==> config.mk <==
export PLATFORM = sky130hd
export DESIGN_NAME = alu_ctrl_flat
export DESIGN_NICKNAME = d
export VERILOG_FILES = /design/src/rtl/alu_ctrl_pkg.sv /design/src/rtl/alu_ctrl_if.sv /design/src/rtl/alu_ctrl_cnt.sv /design/src/rtl/alu_ctrl.sv /design/src/flat_wrapper.sv
export SDC_FILE = /design/constraint.sdc
export NUM_CORES = 1
export LEC_CHECK = 0
export CORE_UTILIZATION = 51
export DETAILED_ROUTE_END_ITERATION = 12
export GPL_TIMING_DRIVEN = 0
export PLACE_DENSITY = 0.83
export REMOVE_ABC_BUFFERS = 1
export SLEW_MARGIN = 15
export SYNTH_ARGS = -nofsm -noshare
export SYNTH_HDL_FRONTEND = slang
export SYNTH_HIERARCHICAL = 1
export SYNTH_SLANG_ARGS = --single-unit
==> constraint.sdc <==
create_clock -name clk -period 3.4 [get_ports clk]
set_clock_uncertainty 0.1 [all_clocks]
set_input_delay 0.51 -clock clk [delete_from_list [all_inputs] [get_ports clk]]
set_output_delay 0.51 -clock clk [all_outputs]
set_load 0.02 [all_outputs]
==> src/rtl/alu_ctrl_pkg.sv <==
// Shared types for the ALU sequencing controller: FSM states, op codes and
// control-word bit positions.
package alu_ctrl_pkg;

    typedef enum logic [3:0] {
        S_IDLE, S_LDX, S_LDY, S_ADD1, S_ADD2, S_TEST,
        S_SHR, S_SHL, S_DSUB, S_CHK, S_OUTA, S_OUTQ
    } state_e;

    localparam logic [1:0] OP_ADD = 2'b00;
    localparam logic [1:0] OP_SUB = 2'b01;
    localparam logic [1:0] OP_MUL = 2'b10;
    localparam logic [1:0] OP_DIV = 2'b11;

    localparam int C_CLR_A  = 0;
    localparam int C_LD_Q   = 1;
    localparam int C_LD_M   = 2;
    localparam int C_ADD    = 3;
    localparam int C_SUB    = 4;
    localparam int C_OUT_A  = 5;
    localparam int C_OUT_Q  = 6;
    localparam int C_SHL_A  = 7;
    localparam int C_SHL_Q  = 8;
    localparam int C_SET_Q0 = 9;
    localparam int C_SHR_AQ = 10;
    localparam int C_W      = 11;

    typedef logic [C_W-1:0] ctrl_t;

    function automatic ctrl_t cbit(input int idx);
        return ctrl_t'(1) << idx;
    endfunction

endpackage

==> src/rtl/alu_ctrl_if.sv <==
// Handshake, status and control-word bundle between the sequencer and the
// ALU datapath; master is the controller, slave the datapath/requester side.
interface alu_ctrl_if;
    import alu_ctrl_pkg::*;

    logic       start;
    logic [1:0] op;
    logic       q0;
    logic       q_m1;
    logic       a_msb;
    ctrl_t      c;
    logic       busy;
    logic       done;
    logic       err;

    modport master (
        input  start, op, q0, q_m1, a_msb,
        output c, busy, done, err
    );

    modport slave (
        output start, op, q0, q_m1, a_msb,
        input  c, busy, done, err
    );
endinterface

==> src/rtl/alu_ctrl_cnt.sv <==
// Mul/div iteration counter: cleared at operand load, stepped once per
// iteration, flags the last iteration while holding W-1.
module alu_ctrl_cnt #(
    parameter int W = 64
) (
    input  logic clk,
    input  logic rst_b,
    input  logic clr_i,
    input  logic inc_i,
    output logic last_o
);
    localparam int CW = $clog2(W);

    logic [CW-1:0] cnt_q, cnt_d;

    // NOTE: every always_comb output gets a default first so no path can infer a latch.
    always_comb begin
        cnt_d = cnt_q;
        if (clr_i)
            cnt_d = '0;
        else if (inc_i)
            cnt_d = cnt_q + 1'b1;
    end

    // NOTE: state uses non-blocking assignments so all flops update together at the edge.
    always_ff @(posedge clk or negedge rst_b) begin
        if (!rst_b)
            cnt_q <= '0;
        else
            cnt_q <= cnt_d;
    end

    assign last_o = (cnt_q == CW'(W - 1));
endmodule

==> src/rtl/alu_ctrl.sv <==
// Sequencing controller for the ALU datapath (add, sub, Booth mul, restoring div).
// Divide support is compiled in only when ALU_CTRL_DIV_EN is defined.
module alu_ctrl
    import alu_ctrl_pkg::*;
#(
    parameter int W = 64
) (
    input  logic        clk,
    input  logic        rst_b,
    alu_ctrl_if.master  bus
);
    state_e     state_q, state_d;
    logic [1:0] op_q, op_d;
    logic       err_q, err_d;
    logic       last;

    alu_ctrl_cnt #(.W(W)) u_cnt (
        .clk    (clk),
        .rst_b  (rst_b),
        .clr_i  (state_q == S_LDX),
        .inc_i  ((state_q == S_SHR) || (state_q == S_CHK)),
        .last_o (last)
    );

    always_ff @(posedge clk or negedge rst_b) begin
        if (!rst_b) begin
            state_q <= S_IDLE;
            op_q    <= OP_ADD;
            err_q   <= 1'b0;
        end else begin
            state_q <= state_d;
            op_q    <= op_d;
            err_q   <= err_d;
        end
    end

    // The op code is captured only on an accepted start; later changes are ignored.
    assign op_d = (state_q == S_IDLE && bus.start) ? bus.op : op_q;

    always_comb begin
        state_d = state_q;
        err_d   = 1'b0;
        case (state_q)
            S_IDLE: begin
                if (bus.start) begin
`ifdef ALU_CTRL_DIV_EN
                    state_d = S_LDX;
`else
                    if (bus.op == OP_DIV)
                        err_d = 1'b1;
                    else
                        state_d = S_LDX;
`endif
                end
            end
            S_LDX:  state_d = op_q[1] ? S_LDY : S_ADD1;
            S_ADD1: state_d = S_LDY;
            S_LDY: begin
                if (!op_q[1])
                    state_d = S_ADD2;
`ifdef ALU_CTRL_DIV_EN
                else if (op_q == OP_DIV)
                    state_d = S_SHL;
`endif
                else
                    state_d = S_TEST;
            end
            S_ADD2: state_d = S_OUTA;
            S_TEST: state_d = S_SHR;
            S_SHR:  state_d = last ? S_OUTA : S_TEST;
`ifdef ALU_CTRL_DIV_EN
            S_SHL:  state_d = S_DSUB;
            S_DSUB: state_d = S_CHK;
            S_CHK:  state_d = last ? S_OUTA : S_SHL;
`endif
            S_OUTA: state_d = op_q[1] ? S_OUTQ : S_IDLE;
            S_OUTQ: state_d = S_IDLE;
            default: state_d = S_IDLE;
        endcase
    end

    always_comb begin
        bus.c    = '0;
        bus.done = 1'b0;
        bus.busy = (state_q != S_IDLE);
        case (state_q)
            S_LDX:  bus.c = cbit(C_CLR_A) | (op_q[1] ? cbit(C_LD_Q) : cbit(C_LD_M));
            S_ADD1: bus.c = cbit(C_ADD);
            S_LDY:  bus.c = cbit(C_LD_M);
            S_ADD2: bus.c = cbit(C_ADD) | ((op_q == OP_SUB) ? cbit(C_SUB) : '0);
            S_TEST: begin
                // Booth recoding: 10 subtracts M, 01 adds M, 00/11 only shift.
                case ({bus.q0, bus.q_m1})
                    2'b10:   bus.c = cbit(C_ADD) | cbit(C_SUB);
                    2'b01:   bus.c = cbit(C_ADD);
                    default: bus.c = '0;
                endcase
            end
            S_SHR:  bus.c = cbit(C_SHR_AQ);
            S_SHL:  bus.c = cbit(C_SHL_A) | cbit(C_SHL_Q);
            S_DSUB: bus.c = cbit(C_ADD) | cbit(C_SUB);
            // Negative partial remainder means the trial subtract failed: add M back.
            S_CHK:  bus.c = bus.a_msb ? cbit(C_ADD) : cbit(C_SET_Q0);
            S_OUTA: begin
                bus.c    = cbit(C_OUT_A);
                bus.done = !op_q[1];
            end
            S_OUTQ: begin
                bus.c    = cbit(C_OUT_Q);
                bus.done = 1'b1;
            end
            default: bus.c = '0;
        endcase
    end

    assign bus.err = err_q;
endmodule

==> src/flat_wrapper.sv <==
// flat-port wrapper written by rule: the top's interface ports become plain ports
module alu_ctrl_flat import alu_ctrl_pkg::*;
#(
    parameter int W = 64
)
  (clk, rst_b, bus_start, bus_op, bus_q0, bus_q_m1, bus_a_msb, bus_c, bus_busy, bus_done, bus_err);
  alu_ctrl_if bus_i ();
  input  logic clk;
  input  logic rst_b;
  input wire logic [$bits(bus_i.start)-1:0] bus_start;
  input wire logic [$bits(bus_i.op)-1:0] bus_op;
  input wire logic [$bits(bus_i.q0)-1:0] bus_q0;
  input wire logic [$bits(bus_i.q_m1)-1:0] bus_q_m1;
  input wire logic [$bits(bus_i.a_msb)-1:0] bus_a_msb;
  output wire logic [$bits(bus_i.c)-1:0] bus_c;
  output wire logic [$bits(bus_i.busy)-1:0] bus_busy;
  output wire logic [$bits(bus_i.done)-1:0] bus_done;
  output wire logic [$bits(bus_i.err)-1:0] bus_err;
  assign bus_i.start = bus_start;
  assign bus_i.op = bus_op;
  assign bus_i.q0 = bus_q0;
  assign bus_i.q_m1 = bus_q_m1;
  assign bus_i.a_msb = bus_a_msb;
  assign bus_c = bus_i.c;
  assign bus_busy = bus_i.busy;
  assign bus_done = bus_i.done;
  assign bus_err = bus_i.err;
  alu_ctrl #(.W(W)) u_core (.clk(clk), .rst_b(rst_b), .bus(bus_i));
endmodule
==> results.txt, run 1 <==
The flow ran to the end, and the final reports show no timing, DRC or antenna violations. Dividing the synthesized area by the synthesized cell count gives 8.61 sq um. The relative slew slack is 60.8%.

In the routed design, unresolved DRC markers number 0. The pre-antenna-repair detailed-routing pass consisted of 4 iterations. The overall die area was 0.00184 sq mm; the number of nets with antenna violations after routing was 0. Setup repair after global routing left no endpoint under its margin.

The tools report the number of buffers inserted by post-CTS setup repair as 0. The critical path's largest stage delay is 550 ps. IR analysis of the VDD net gives a maximum drop of 0.464 mV. Synthesized-area fraction occupied by adder cells: 2.94%.

Cells with a size suffix above 1 make up 6.84% of the layout. For this design, the sink count on the clock tree is 13. The mapped netlist covers 852 sq um. The library cell used most frequently in the layout, excluding fill and tap cells, is sky130_fd_sc_hd__clkdlybuf4s50_1. The number of hold-repair buffers added at the cts stage is 0. The actual slew at the worst max-slew pin works out to 587 ps.

The share of synthesized area spent on multiplexers works out to 5.87%. In the layout the commonest cells are 21 x sky130_fd_sc_hd__clkdlybuf4s50_1, 15 x sky130_fd_sc_hd__nor2_1, 13 x sky130_fd_sc_hd__dfrtp_1, 8 x sky130_fd_sc_hd__a21oi_1, 6 x sky130_fd_sc_hd__nand2_1. Wires add up to 1840 um.

Initial antenna violation count: 0. For this design the static power due to leakage is 0.440 nW. The final routed wire length divided by cell count works out to 13.8 um. The tightest min-delay check is of the reg -> reg type. 22 I/O pins were placed. The area of the core region was 0.00154 sq mm. Counting flops and latches in the post-synthesis netlist gives 13.

Area taken by flip-flops and latches: 325 sq um. Number of I/O port buffers: 21. The final hold violation count came out at 0. The overall fraction of global-route tracks in use came out at 23.3%. The cell type of the slowest stage on the worst timing path is sky130_fd_sc_hd__clkdlybuf4s50_1. TritonCTS built the clock tree. Dividing the detail-routed via count by the number of cells gives 5.78.

The first global-routing pass estimated 3180 um of wire. For the vias after detailed routing, the log shows 769. The most numerous cell type found on the critical path is sky130_fd_sc_hd__clkdlybuf4s50_1. Number of global-route vias before repair: 707. Setup violations remaining at the end of the flow were counted as 0. The H-tree level count was 1; the antenna diode count was 0.

The number of max-slew violations in the final report was 0; the minimum clock period after layout was 2790 ps. For the data arrival time of the worst path, the log shows 2180 ps. The share of the synthesized netlist area taken by xor and xnor gates is 4.11%, and the clock latency on the worst-skew pair is 280 ps.

The post-synthesis compound-gate area fraction was 16.9%. After synthesis, the largest family of logic cells by area is simple AND/OR/NAND/NOR gates. After technology mapping, the gate count stands at 99.

The first routing iteration left 22 violations. The count of fill cells added during filler insertion was 128. The tools report the final worst hold slack as 433 ps. The number of gates resized after CTS was 0. The class of the most critical setup path is in -> out.

The data required time of the worst path is 2790 ps, and the maximum fanout encountered on the critical timing path is 1. The tools report the root buffer cell as sky130_fd_sc_hd__clkbuf_4. The tools report the layout net count as 128.

For this configuration, the core starts out at a cell density of 55.3%. For the combined area of the multi-input logic cells, the log shows 459 sq um. Yosys mapped the design onto 34 distinct sky130hd cell types. In this run the power density over the cells is 834 mW/mm^2.

After floorplanning, the core was divided into 14 placement rows. Walking the worst path, the cells encountered are clkdlybuf4s50_1 -> inv_1 -> ha_1 -> nor2_1 -> a211oi_1 -> o22ai_1 -> clkdlybuf4s50_1. After clock tree synthesis, the clock-pin slew on the worst setup and hold paths is 70 ps.

The Yosys step of the flow raised 6 warnings. Summed over all layers, the global routing overflow is 0. For the number of buffers created by CTS, the log shows 3. The reported max-cap violation count is 0, and the final critical-path share of the clock period is 82.2%. The register area share after synthesis was 38.2%; the maximum number of buffers from clock root to sink was 2.

Cells fill 68.8% of the core in the end. STA classifies the critical path startpoint as an input port. From bottom edge to top edge, the die measures 42.9 um. Compared with the post-synthesis result, the final layout area differs by 24.4%.

The pin count of the biggest net entering global routing was 15; the horizontal extent of the die was 42.9 um. The HPWL after detailed placement is 1410 um. The tools report the final estimated routing congestion in global placement as 0.822. The tools report the endpoint type of the worst setup path as an output port.

The logs give 0 ps for the setup total negative slack and 0.358 GHz for the maximum clock frequency. The synthesized netlist devotes 24.1% of its cell area to simple gates.
[cells by family after synthesis]
family,Yosys count
and+or+nand+nor,41
DFF,13
xor gates and xnor gates,4
buffers and inverters,12
muxes,4
AOI/OAI and AO/OA,23
adders and majority gates,2
[cell type report]
cell class | count | share of cell area [%]
repair buffers | 21 | 19.8
clock buffers | 4 | 2.48
well taps | 16 | 1.89
multi-input cells | 74 | 43.3
flip-flops and latches | 13 | 30.7
inverters | 5 | 1.77
[Yosys cell counts]
cell type	instances	area share [%]
sky130_fd_sc_hd__xnor2_1	1	1.0
sky130_fd_sc_hd__ha_1	2	2.9
sky130_fd_sc_hd__xor2_1	3	3.1
sky130_fd_sc_hd__dfrtp_1	13	38
sky130_fd_sc_hd__nand2b_1	3	2.2
sky130_fd_sc_hd__a2111oi_0	1	1.0
sky130_fd_sc_hd__a21oi_1	8	4.7
sky130_fd_sc_hd__nand4_1	2	1.5
sky130_fd_sc_hd__clkbuf_1	1	0.44
sky130_fd_sc_hd__nor3_4	1	1.9
sky130_fd_sc_hd__nor2b_1	1	0.73
sky130_fd_sc_hd__nor3_1	3	1.8
sky130_fd_sc_hd__inv_1	5	2.2
sky130_fd_sc_hd__or2_1	1	0.73
sky130_fd_sc_hd__nand2_1	6	2.6
sky130_fd_sc_hd__a31oi_1	1	0.73
sky130_fd_sc_hd__mux2i_1	2	2.3
sky130_fd_sc_hd__buf_2	3	1.8
sky130_fd_sc_hd__o221ai_1	1	1.0
sky130_fd_sc_hd__mux2_4	2	3.5
sky130_fd_sc_hd__nand2_2	1	0.73
sky130_fd_sc_hd__buf_4	1	0.88
sky130_fd_sc_hd__nor2_1	15	6.6
sky130_fd_sc_hd__a21boi_0	1	0.88
sky130_fd_sc_hd__a211oi_1	2	1.8
sky130_fd_sc_hd__and3_1	1	0.73
sky130_fd_sc_hd__a21oi_2	1	1.0
sky130_fd_sc_hd__and2b_1	1	0.88
sky130_fd_sc_hd__a2111oi_1	1	1.2
sky130_fd_sc_hd__buf_6	2	2.6
sky130_fd_sc_hd__nand3_1	5	2.9
sky130_fd_sc_hd__or3_1	1	0.73
sky130_fd_sc_hd__o21ai_0	4	2.3
sky130_fd_sc_hd__o22ai_1	3	2.2
[path summary, 6_finish.rpt]
check | cells after the start | to | slack [ps] | start
setup reg to reg | 6 | u_core/u_cnt/cnt_q[5] | 1110 | u_core/state_q[1]
setup / recovery | 7 | bus_c[3] | 610 | bus_q_m1
max in group asynchronous | 1 | u_core/op_q[1] | 2330 | rst_b
hold / removal | 1 | u_core/op_q[0] | 430 | u_core/op_q[0]
min in group asynchronous | 1 | u_core/u_cnt/cnt_q[0] | 490 | rst_b
hold reg to reg | 1 | u_core/op_q[0] | 430 | u_core/op_q[0]
[worst max-delay path: cells and delay by family]
family,cells,cell delay [ps]
buffers and inverters,3,1040
and+or+nand+nor,1,40
AOI/OAI and AO/OA,2,320
adders and majority gates,1,260
[flip-flops by register name (all words and copies together) (netlist names)]
signal and flops:
u_core/bus.err 1, u_core/u_cnt/cnt_q 6, u_core/op_q 2, u_core/state_q 4
[stage by stage]
stage	power (W)	cells	instance area [sq um]	worst slack, ps
2_1_floorplan	0.000603	92	803	1470
3_3_place_gp	0.000769	129	1030	605
3_5_place_dp	0.000787	129	1030	594
4_1_cts	0.000887	133	1060	592
5_1_grt	0.000952	133	1060	493
6_report	0.000884	133	1060	607
[report_power, final]
group          total (W)  internal [W]  switching [W]
Clock          0.0000962     0.0000456      0.0000506
Sequential      0.000291      0.000199      0.0000917
Combinational   0.000496      0.000226       0.000271
Total           0.000884      0.000470       0.000413
[per-layer routing]
layer  vias to the layer above  global-route usage [%]  part of all wire [%]
li1                        378                       -                     -
met1                       364                    33.2                    48
met2                        24                    35.2                    47
met3                         3                    2.55                   4.0
met4                         0                    11.3                   1.4
met5                         -                       0                     0
Note: power is estimated with default switching activity, not from simulation.
==> run 2: changes to the inputs <==
Settings changed: CORE_UTILIZATION 51 to 47, PLACE_DENSITY 0.83 to 0.77.
Clock period 3.4 ns to 2.8 ns, I/O delays scaled along.
==> run 2 against run 1 <==
Worst setup slack worse by 440 ps. Combinational power up 19%. Total power up 20%. Final cell count up 6.8%. Non-clock buffer count unchanged. Flip-flop and latch count unchanged. Clock power up 16%. Via count up 0.52%. Critical path depth unchanged. Highest routed layer unchanged.
==> results.txt, run 2 (synthesized netlist as in run 1, its figures left out) <==
The initial antenna violation count came out at 0 (unchanged). The static leakage power was 0.440 nW (unchanged). The routed metal-1 wirelength was 820 um (was 875 um); the number of buffers inserted by post-CTS setup repair was 0 (unchanged). The run gives 0.00171 sq mm (was 0.00154 sq mm) as the area of the core region. Cell-internal power: 0.000570 W (was 0.000470 W). The actual slew at the worst max-slew pin works out to 544 ps (was 587 ps). Worst setup path startpoint: bus_q_m1 (unchanged).

Setup slack on the worst flop-to-flop path: 530 ps (was 1110 ps). Layout net count: 128 (unchanged). The clock sink total was 13 (unchanged); the detailed-route vias per instance was 5.44 (was 5.78). The tools report the relative slew slack as 63.6% (was 60.8%). The overall fraction of global-route tracks in use is 20.1% (was 23.3%).

Dividing the final minimum period by the clock period gives 94.1%. The number of max-slew violations in the final report is 0 (unchanged). Die height: 44.6 um (was 42.9 um). Largest register by flop count: u_core/u_cnt/cnt_q (unchanged). The tools report the power dissipated by switching net loads as 0.000491 W (was 0.000413 W). The H-tree level count came out at 1 (unchanged). The final instance area is 0.00107 sq mm (was 0.00106 sq mm).

The launching element type of the critical path was an input port (unchanged). The cell count of the worst reg-to-reg path was 6 (unchanged). The tools report the routed wire length on met2 as 873 um (was 861 um). TritonCTS built the clock tree. Post-cts resize count: 0 (unchanged). Net switching fraction of the power: 46.3% (was 46.7%). The run gives 2 (unchanged) as the maximum number of buffers from clock root to sink.

The number of buffers created by CTS is 3 (unchanged), and the minimum clock period after layout is 2630 ps. The run gives 148 (was 128) as the count of fill cells added during filler insertion. The highest routed metal layer was met4 (unchanged). The power per unit of standard cell area was 991 mW/mm^2 (was 834 mW/mm^2). The antenna diode count was 0 (unchanged). The tools report the count of TritonRoute iterations in the first routing pass as 4 (unchanged). The startpoint of the most critical register-to-register path was u_core/state_q[1] (unchanged). The worst path buffer plus inverter count was 3 (unchanged); the combinational power share was 55.7% (was 56.2%). The run gives 1750 um (was 1840 um) as the final wirelength. The global-route wire length before repair was 2930 um (was 3180 um); the maximum fanout encountered on the critical timing path was 1 (unchanged). Cell class contributing the biggest share of worst-path delay: buffers and inverters (unchanged).

The final hold violation count is 0 (unchanged). For the setup total negative slack, the log shows 0 ps (unchanged). Cell type of the slowest stage on the worst timing path: sky130_fd_sc_hd__clkdlybuf4s50_1 (unchanged). The data required time of the worst path is 2280 ps (was 2790 ps), and the sum of overflow across all layers after global routing is 0 (unchanged). The tools report the worst reg2reg path endpoint as u_core/u_cnt/cnt_q[5] (unchanged). The vias after detailed routing is 773 (was 769). The tools report the share of the core filled with cells as 62.7% (was 68.8%).

For the cell area after placement, the log shows 0.00104 sq mm (was 0.00103 sq mm). The post-route DRC violation count was 0 (unchanged); the critical path's largest stage delay was 620 ps (was 550 ps). The logs give 11 (was 22) for the number of DRC markers after the initial detailed-route iteration and 0 (unchanged) for the reported max-cap violation count. For this run, the top clock speed supported by timing is 0.380 GHz. The area added between synthesis and finish is 25.7% (was 24.4%). Largest regs: u_core/u_cnt/cnt_q x6, u_core/state_q x4, u_core/op_q x2 (unchanged). The run finished with clean final reports. For the pin count of the biggest net entering global routing, the log shows 15 (unchanged). The horizontal extent of the die was 44.6 um (was 42.9 um).

The tools report the number of nets with antenna violations after routing as 0 (unchanged). The class of the most critical setup path was in -> out (unchanged). The final routed wire length divided by cell count is 12.3 um (was 13.8 um). The share of total power in sequential cells came out at 33.8% (was 32.9%). The clock latency on the worst-skew pair is 270 ps (was 280 ps). The number of I/O port buffers was 21 (unchanged).

For the number of endpoints failing setup at the final stage, the log shows 0 (unchanged). Commonest non-fill, non-tap cells in the layout: 21 x sky130_fd_sc_hd__clkdlybuf4s50_1, 15 x sky130_fd_sc_hd__nor2_1, 13 x sky130_fd_sc_hd__dfrtp_1, 8 x sky130_fd_sc_hd__a21oi_1, 6 x sky130_fd_sc_hd__nand2_1 (unchanged). Fraction of layout cells with a size suffix above 1: 6.84% (unchanged). The number of global-route vias before repair is 665 (was 707), and the data arrival time of the worst path is 2110 ps (was 2180 ps). The tools report the endpoint type of the worst setup path as an output port (unchanged). The clock-pin transition on the worst setup and hold timing paths was 80 ps (was 70 ps); the top-level port count was 22 (unchanged).

Root buffer cell: sky130_fd_sc_hd__clkbuf_4 (unchanged). The overall die area is 0.00199 sq mm (was 0.00184 sq mm), and the number of flip-flops in the largest register is 6 (unchanged). The power share of the clock group was 10.6% (was 10.9%); the final estimated routing congestion in global placement was 0.753 (was 0.822). The run gives 1340 um (was 1410 um) as the detailed-placement wirelength estimate.

Worst path cell trace: clkdlybuf4s50_1 -> inv_1 -> ha_1 -> nor2_1 -> a211oi_1 -> o22ai_1 -> clkdlybuf4s50_1 (unchanged). Setup repair after global routing left no endpoint under its margin. The tools report the maximum ir drop on the vdd rail as 0.552 mV (was 0.464 mV). The run gives 49.9% (was 55.3%) as the effective utilization at floorplan. Most common cell after layout, fill and taps aside: sky130_fd_sc_hd__clkdlybuf4s50_1 (unchanged).

The number of hold-repair buffers added at the cts stage is 0 (unchanged). The number of placement rows was 15 (was 14). The detailed route wirelength on metal3 was 40 um (was 74 um); the total power was 0.00106 W (was 0.000884 W). The cell type with the highest occurrence count on the critical path is sky130_fd_sc_hd__clkdlybuf4s50_1 (unchanged).

The worst hold path class was in -> async (was reg -> reg).
-- run 2: cell counts in the layout (fill, tap and decap cells not counted) --
Identical to the previous run, type by type.
-- run 2: metrics by stage --
stage | setup WS (ps) | hold slack, ps | cells
finish | 165 | 400 | 142
global route | 25.6 | 432 | 142
CTS | 174 | 415 | 142
detailed placement | 189 | 410 | 138
global placement | 190 | 421 | 138
floorplan | 899 | 24.4 | 92
-- run 2: how the worst max path moves through the flow --
stage / endpoint / slack, ps / cells past startpoint
after global placement: bus_c[3] / 190 / 7
after detailed placement: bus_c[3] / 190 / 7
after global routing: bus_c[1] / 30 / 4
after floorplan: u_core/u_cnt/cnt_q[5] / 900 / 6
after CTS: bus_c[3] / 170 / 7
final: bus_c[3] / 170 / 7
-- run 2: final cells by class --
class	count	area, sq um	share of cell area, %
timing repair buffer	21	210	19.6
clock buffer	4	26.3	2.45
inverter	5	18.8	1.75
tap	25	31.3	2.92
multi-input combinational	74	459	42.9
sequential	13	325	30.4
-- run 2: worst register-to-register path: stages (launching register included) --
cell,delay [ps]
sky130_fd_sc_hd__dfrtp_1,530
sky130_fd_sc_hd__inv_1,280
sky130_fd_sc_hd__nand2_1,190
sky130_fd_sc_hd__o22ai_1,460
sky130_fd_sc_hd__nand3_1,160
sky130_fd_sc_hd__or3_1,320
sky130_fd_sc_hd__a21oi_1,150
-- run 2: power groups by stage --
stage | Combinational (W) | Sequential [W] | Clock, W
after global routing | 0.000644 | 0.000372 | 0.000129
after global placement | 0.000584 | 0.000357 | 0
after CTS | 0.000592 | 0.000355 | 0.000119
final | 0.000591 | 0.000358 | 0.000112
after detailed placement | 0.000590 | 0.000359 | 0
after floorplan | 0.000402 | 0.000330 | 0
-- run 2: per-layer routing --
| layer | up-vias | track usage, % |
|---|---|---|
| li1 | 382 | - |
| met1 | 379 | 29.1 |
| met2 | 10 | 30.0 |
| met3 | 2 | 3.67 |
| met4 | 0 | 7.27 |
| met5 | - | 0 |
